<file path="config.mk">
export PLATFORM = sky130hd
export DESIGN_NAME = mem_copy_engine
export DESIGN_NICKNAME = d
export VERILOG_FILES = /design/src/rtl/mem_copy_engine_pkg.sv /design/src/rtl/mem_copy_engine.sv
export SDC_FILE = /design/constraint.sdc
export NUM_CORES = 1
export LEC_CHECK = 0
export CAP_MARGIN = 20
export CORE_ASPECT_RATIO = 1.2
export CORE_MARGIN = 4
export CORE_UTILIZATION = 35
export CTS_CLUSTER_SIZE = 14
export DETAILED_ROUTE_END_ITERATION = 6
export GPL_TIMING_DRIVEN = 0
export SYNTH_ARGS = -nofsm -noshare
export SYNTH_HDL_FRONTEND = slang
export SYNTH_SLANG_ARGS = --single-unit
</file>
<file path="constraint.sdc">
create_clock -name clk -period 7.6 [get_ports clk]
set_input_delay 1.52 -clock clk [delete_from_list [all_inputs] [get_ports clk]]
set_output_delay 1.52 -clock clk [all_outputs]
set_load 0.01 [all_outputs]
</file>
<file path="src/rtl/mem_copy_engine_pkg.sv">
// rtl/mem_copy_engine_pkg.sv - shared types and defaults for the word copy engine
package mem_copy_engine_pkg;

    localparam int WORD_W     = 32;
    localparam int ADDR_W_DEF = 32;
    localparam int LEN_W_DEF  = 24;

    typedef enum logic [2:0] {
        IDLE    = 3'd0,
        READ    = 3'd1,
        CAPTURE = 3'd2,
        WRITE   = 3'd3,
        DONE    = 3'd4
    } state_e;

endpackage

</file>
<file path="src/rtl/mem_copy_engine.sv">
// rtl/mem_copy_engine.sv - read-then-write word copy engine driving one memory port
module mem_copy_engine
    import mem_copy_engine_pkg::*;
#(
    parameter int ADDR_W = ADDR_W_DEF,
    parameter int LEN_W  = LEN_W_DEF
) (
    input  logic              clk,
    input  logic              reset,
    input  logic              start,
    input  logic [ADDR_W-1:0] src,
    input  logic [ADDR_W-1:0] dst,
    input  logic [LEN_W-1:0]  len,
    input  logic              abort,
    output logic              busy,
    output logic              done,
    output logic              aborted,
    output logic [LEN_W-1:0]  count,
    output logic [ADDR_W-1:0] mem_addr,
    output logic              mem_we,
    output logic [WORD_W-1:0] mem_wdata,
    input  logic [WORD_W-1:0] mem_rdata
);

    state_e              state_q, state_d;
    logic [ADDR_W-1:0]   src_ptr_q, src_ptr_d;
    logic [ADDR_W-1:0]   dst_ptr_q, dst_ptr_d;
    logic [LEN_W-1:0]    len_q, len_d;
    logic [LEN_W-1:0]    count_q, count_d;
    logic [WORD_W-1:0]   data_q, data_d;
    logic                aborted_q, aborted_d;
    logic                busy_q, busy_d;
    logic                done_q, done_d;
    logic                mem_we_q, mem_we_d;
    logic [ADDR_W-1:0]   mem_addr_q, mem_addr_d;
    logic [WORD_W-1:0]   mem_wdata_q, mem_wdata_d;

    // Next state and datapath: one word per READ -> CAPTURE -> WRITE round.
    always_comb begin
        state_d   = state_q;
        src_ptr_d = src_ptr_q;
        dst_ptr_d = dst_ptr_q;
        len_d     = len_q;
        count_d   = count_q;
        data_d    = data_q;
        aborted_d = aborted_q;
        case (state_q)
            IDLE: begin
                if (start) begin
                    src_ptr_d = src;
                    dst_ptr_d = dst;
                    len_d     = len;
                    count_d   = '0;
                    aborted_d = 1'b0;
                    state_d   = (len == '0) ? DONE : READ;
                end
            end
            READ: begin
                if (abort) begin
                    aborted_d = 1'b1;
                    state_d   = DONE;
                end else begin
                    state_d = CAPTURE;
                end
            end
            CAPTURE: begin
                // Memory returns the word addressed during READ in this cycle.
                data_d = mem_rdata;
                if (abort) begin
                    aborted_d = 1'b1;
                    state_d   = DONE;
                end else begin
                    state_d = WRITE;
                end
            end
            WRITE: begin
                // The write in flight always lands; abort only stops the next word.
                count_d   = count_q + LEN_W'(1);
                src_ptr_d = src_ptr_q + ADDR_W'(1);
                dst_ptr_d = dst_ptr_q + ADDR_W'(1);
                if (abort) begin
                    aborted_d = 1'b1;
                end
                if (abort || (count_q + LEN_W'(1) == len_q)) begin
                    state_d = DONE;
                end else begin
                    state_d = READ;
                end
            end
            DONE: begin
                state_d = IDLE;
            end
            default: begin
                state_d = IDLE;
            end
        endcase
    end

    // Registered outputs decoded from the state being entered.
    always_comb begin
        busy_d      = (state_d == READ) || (state_d == CAPTURE) || (state_d == WRITE);
        done_d      = (state_d == DONE);
        mem_we_d    = (state_d == WRITE);
        mem_addr_d  = mem_addr_q;
        mem_wdata_d = mem_wdata_q;
        if ((state_d == READ) || (state_d == CAPTURE)) begin
            mem_addr_d = src_ptr_d;
        end else if (state_d == WRITE) begin
            mem_addr_d  = dst_ptr_d;
            mem_wdata_d = data_d;
        end
    end

    // State and output registers; reset overrides everything, so no write follows it.
    always_ff @(posedge clk) begin
        if (reset) begin
            state_q     <= IDLE;
            src_ptr_q   <= '0;
            dst_ptr_q   <= '0;
            len_q       <= '0;
            count_q     <= '0;
            data_q      <= '0;
            aborted_q   <= 1'b0;
            busy_q      <= 1'b0;
            done_q      <= 1'b0;
            mem_we_q    <= 1'b0;
            mem_addr_q  <= '0;
            mem_wdata_q <= '0;
        end else begin
            state_q     <= state_d;
            src_ptr_q   <= src_ptr_d;
            dst_ptr_q   <= dst_ptr_d;
            len_q       <= len_d;
            count_q     <= count_d;
            data_q      <= data_d;
            aborted_q   <= aborted_d;
            busy_q      <= busy_d;
            done_q      <= done_d;
            mem_we_q    <= mem_we_d;
            mem_addr_q  <= mem_addr_d;
            mem_wdata_q <= mem_wdata_d;
        end
    end

    assign busy      = busy_q;
    assign done      = done_q;
    assign aborted   = aborted_q;
    assign count     = count_q;
    assign mem_addr  = mem_addr_q;
    assign mem_we    = mem_we_q;
    assign mem_wdata = mem_wdata_q;

endmodule

</file>
# After elaboration in Yosys (flattened, before gate mapping)
# Index checks and enable logic that the tools add are counted.
# Widths: inputs -> output; s select.
# op_classes
bitwise	1
n_reduce_logical	13
muxes	18
addsub	3
n_eq_ne	10
# op_table
cell	n
$mux 32	5
$pmux 32 s2	2
$add 32x1->32 const B	2
$pmux 24 s2	1
$add 24x1->24 const B	1
$eq 24x24->1	1
$logic_not 24->1	1
$mux 24	1
$mux 3	5
$eq 3x2->1 const B	4
$pmux 3 s4	1
$eq 3x1->1 const B	2
$reduce_and 2->1	3
$reduce_bool 2->1	3
$eq 3x3->1 const B	1
$logic_not 3->1	1
$logic_or 1x1->1	3
$reduce_and 3->1	1
$reduce_or 3->1	1
$mux 1	2
$ne 2x1->1 const B	1
$ne 2x2->1 const B	1
$pmux 1 s2	1
$not 1->1	1
# word_totals
inputBits	124
word_cells	57
ff_bits	215
out_inout_bits	92

# Depth between registers and ports, before layout
# depth
depth_word	9
depth_mapped	11
depth_no_buf	9

# Worst setup path before layout
# Ideal clock, no wire load.
# synth_timing
path_kind	input to register
start	input port start
end	register mem_addr_q[14], in the netlist mem_addr[14]
path_buffers	2
t_arrival_ns	3.254
required_ns	7.478
setup_time_ns	0.122
path_stages	9
slack_ns	4.224
cell_sequence	inv_1 or4_1 nand2_1 clkbuf_1 clkbuf_1 nand2_1 a221oi_1 nor2_1 a221o_1
# synth_via
elab_chain_len	5
elab_cells_between_ends	13
cone_classes	eq/ne: 3; mux: 8; reduce/logical: 2
# synth_lines
element	line_no	source
start: declaration	mem_copy_engine.sv:10	input logic start,
$mux 3	mem_copy_engine.sv:49	if (start) begin
$pmux 3 s4	mem_copy_engine.sv:47	case (state_q)
$eq 3x1->1 or $eq 3x2->1 (tied branches)	mem_copy_engine.sv:106	if ((state_d == READ) || (state_d == CAPTURE)) begin
$logic_or 1x1->1	mem_copy_engine.sv:106	
$mux 32 or $reduce_bool 2->1 (tied branches)	n/a	
end signal: assignment	mem_copy_engine.sv:140	mem_addr_q <= mem_addr_d;
end: declaration	mem_copy_engine.sv:35	logic [ADDR_W-1:0] mem_addr_q, mem_addr_d;
# Parallel ways exist; a longest one is shown, timed or not. The select of a mux whose other input is x is not followed.
# A chain may end at the register's enable or synchronous reset.

# Final worst setup path
# layout_timing
start	input port start
end	register mem_addr_q[19], in the netlist mem_addr[19]
# Same word-level chain as after synthesis.

==> results.json <==
{
  "ctsHoldBuffers": 0,
  "grt_pass1_wl_um": 55000,
  "dp_slack_ns": 2.90,
  "crit_start": "start",
  "finalCritPeriodShare_pct": 57.4,
  "finalSetupViolCount": 0,
  "final_cell_mix": "nand2_1, clkdlybuf4s50_1, dfxtp_1",
  "run_status": "finished clean",
  "hp-class": "flip-flop to flip-flop",
  "die_area_um2": 29000,
  "power_frac_clock_pct": 38.0,
  "tightest_slew_ns": 0.969,
  "row_count": 64,
  "ys.flop_type": "dfxtp_1",
  "place.gp.congestion": 0.945,
  "synth-seq-cells": 183,
  "synth_cell_types": 78,
  "p_seq_share_pct": 45.8,
  "dpl_cell_area_um2": 11800,
  "final_cell_area_um2": 12300,
  "setup_ws_ns": 3.24,
  "hold_viol": 0,
  "fin_util_pct": 48.0,
  "wl_per_cell_um": 20.9,
  "cts_buffers": 17,
  "die_w_um": 156,
  "p_leak_nw": 4.21,
  "clk-insertion-delay-late_ns": 0.44,
  "end_kind": "flip-flop",
  "root_buffer": "clkbuf_16",
  "fin_crit_ns": 4.36,
  "p_int_mw": 1.63,
  "synth_area_per_cell_um2": 7.77,
  "pwr-share-comb_pct": 16.3,
  "rr_startpoint": "state_q[1]",
  "syn-num-nets": 1313,
  "netlist_instances": 1186,
  "start_kind": "primary input",
  "final_net_count": 1546,
  "required_ns": 7.98,
  "grt_max_degree": 18,
  "min_path_cells": 2,
  "ir_drop_mv": 0.134,
  "fill_cells": 2531,
  "first_global_vias": 9741,
  "drive_gt1_share_pct": 5.17,
  "min_from": "mem_wdata[7]",
  "tritoncts": "yes",
  "relSlewSlack_pct": 35.4,
  "vias": 10000,
  "synth_edf_count": 0,
  "regArea_um2": 3660,
  "drv_slew": 0,
  "grt_usage_pct": 24.7,
  "clock_skew_ns": 0.0130,
  "grt_overflow": 0,
  "async_reset_ff_share_pct": 0,
  "firstDrtPassIters": 6,
  "via_per_inst": 5.70,
  "critPathKind": "primary input to flip-flop",
  "rsz0062_at_grt": "no",
  "power.switching_mw": 0.676,
  "fmax_mhz": 229,
  "critPathMaxFanout": 10,
  "io_pins": 216,
  "cts_resized": 0,
  "drc_errors": 0,
  "cts_num_sinks": 183,
  "clk_pin_slew_ns": 0.08,
  "fin_setup_tns_ns": 0,
  "mostFrequentLayoutCell": "nand2_1",
  "swShare_pct": 29.3,
  "reg2reg_depth": 8,
  "cts_setup_buffers": 0,
  "netlist.area_leader.share_pct": 39.8,
  "multi_input_area_um2": 5040,
  "start_util_pct": 35.8,
  "clockBufferDepth": 2,
  "fp.coreArea_um2": 25700,
  "yosys.area.top_type": "dfxtp_1",
  "fin_total_pwr_mw": 2.31,
  "postRouteAntennaNets": 0,
  "antenna_found_initial": 1,
  "power_density_nw_per_um2": 187,
  "yosysSeqAreaShare_pct": 39.8,
  "synthToLayoutAreaGrowth_pct": 33.8,
  "syn_area_um2": 9210,
  "synth_warnings": 0,
  "drt_iter0_drc": 770,
  "dpl.hpwl_um": 27600,
  "arrival_ns": 4.74,
  "htreeDepth": 4,
  "die_h_um": 186,
  "cap_viol_max_count": 0,
  "wl_um": 36800,
  "port_buffers": 214,
  "synth_area_leaders": "dfxtp_1, nand2_1, a21oi_1"
}
[power groups by stage]
stage / registers [mW] / logic, mW / clock network (mW)
after floorplan: 1.07 / 0.181 / 0
after global placement: 1.07 / 0.372 / 0
after detailed placement: 1.08 / 0.372 / 0
after CTS: 1.05 / 0.375 / 0.882
after global routing: 1.06 / 0.404 / 0.922
final: 1.06 / 0.375 / 0.875
[state kept, by name, summed over array words and instances (netlist names)]
name       cells
mem_we         1
count         24
mem_wdata     32
len_q         24
mem_addr      32
done           1
dst_ptr_q     32
busy           1
src_ptr_q     32
aborted        1
state_q        3
[critical path, cell delays in order]
cell and delay (ns):
clkdlybuf4s50_1 0.48, inv_1 0.15, nor4_2 0.11, nor2_1 0.75, clkbuf_1 0.62, a31oi_1 0.21
nor4_1 0.68, a221o_1 0.21
[layout make-up]
cell class,instances,share of cell area [%]
repair buffers,214,17.4
inverters,13,0.396
clock buffers,19,3.67
well taps,330,3.35
multi-input cells,901,40.9
clock inverters,12,0.863
plain buffers,89,3.67
diodes,1,0.0203
flip-flops and latches,183,29.7
[logic make-up after synthesis]
group                      after synthesis  share of synthesized area, %
AOI/OAI and AO/OA                      331                          23.6
xor gates and xnor gates                33                          3.14
adders and majority gates                3                         0.408
buffers and inverters                  102                          5.45
DFF                                    183                          39.8
muxes                                    2                         0.231
and+or+nand+nor                        532                          27.4
[final timing paths]
path | slack [ns] | end
worst min-delay path | 0.46 | mem_wdata[7]
worst min register to register | 0.46 | mem_wdata[7]
worst max register to register | 3.74 | count[7]
worst max-delay path | 3.24 | mem_addr[19]
[synth_stat cells, types with 3 or more instances]
library cell  count
dfxtp_1         183
a211oi_1          4
nor2b_1           4
or3_1             6
and4_1            7
and3_1           14
a222oi_1          5
o211ai_1          4
a21oi_1         123
a21o_1            4
ha_1              3
nand3_1          22
a22oi_1           8
xnor2_1          23
clkbuf_1         61
nand2b_1          3
o21a_1            4
and2_1           16
a32oi_1           3
o31ai_1           3
nor3b_1           3
nor2_1          115
or4_1             5
buf_6            10
a221oi_1         16
a31oi_1          29
a311oi_1          6
nor4_1           26
or3_2             3
or2_2             3
nor3_1           38
o41ai_1           4
nand4_1          26
inv_1            12
buf_2             8
xor2_1           10
nand2_1         224
buf_1             5
o21ai_0          61
a221o_1          32
nand3b_1          4
[stage by stage]
stage,instances,hold WS (ns)
2_1_floorplan,1186,0.445
6_report,1762,0.455
4_1_cts,1761,0.457
5_1_grt,1762,0.472
3_3_place_gp,1730,0.443
3_5_place_dp,1730,0.447
[routing by layer]
metal / GRT usage, % / up-vias / share of wire, %
met5: 0 / - / 0
met4: 10.5 / 0 / 3.6
met3: 4.16 / 82 / 6.7
met2: 42.8 / 459 / 49
met1: 30.3 / 4710 / 41
li1: - / 4786 / -
Note: power is estimated with default switching activity, not from simulation.
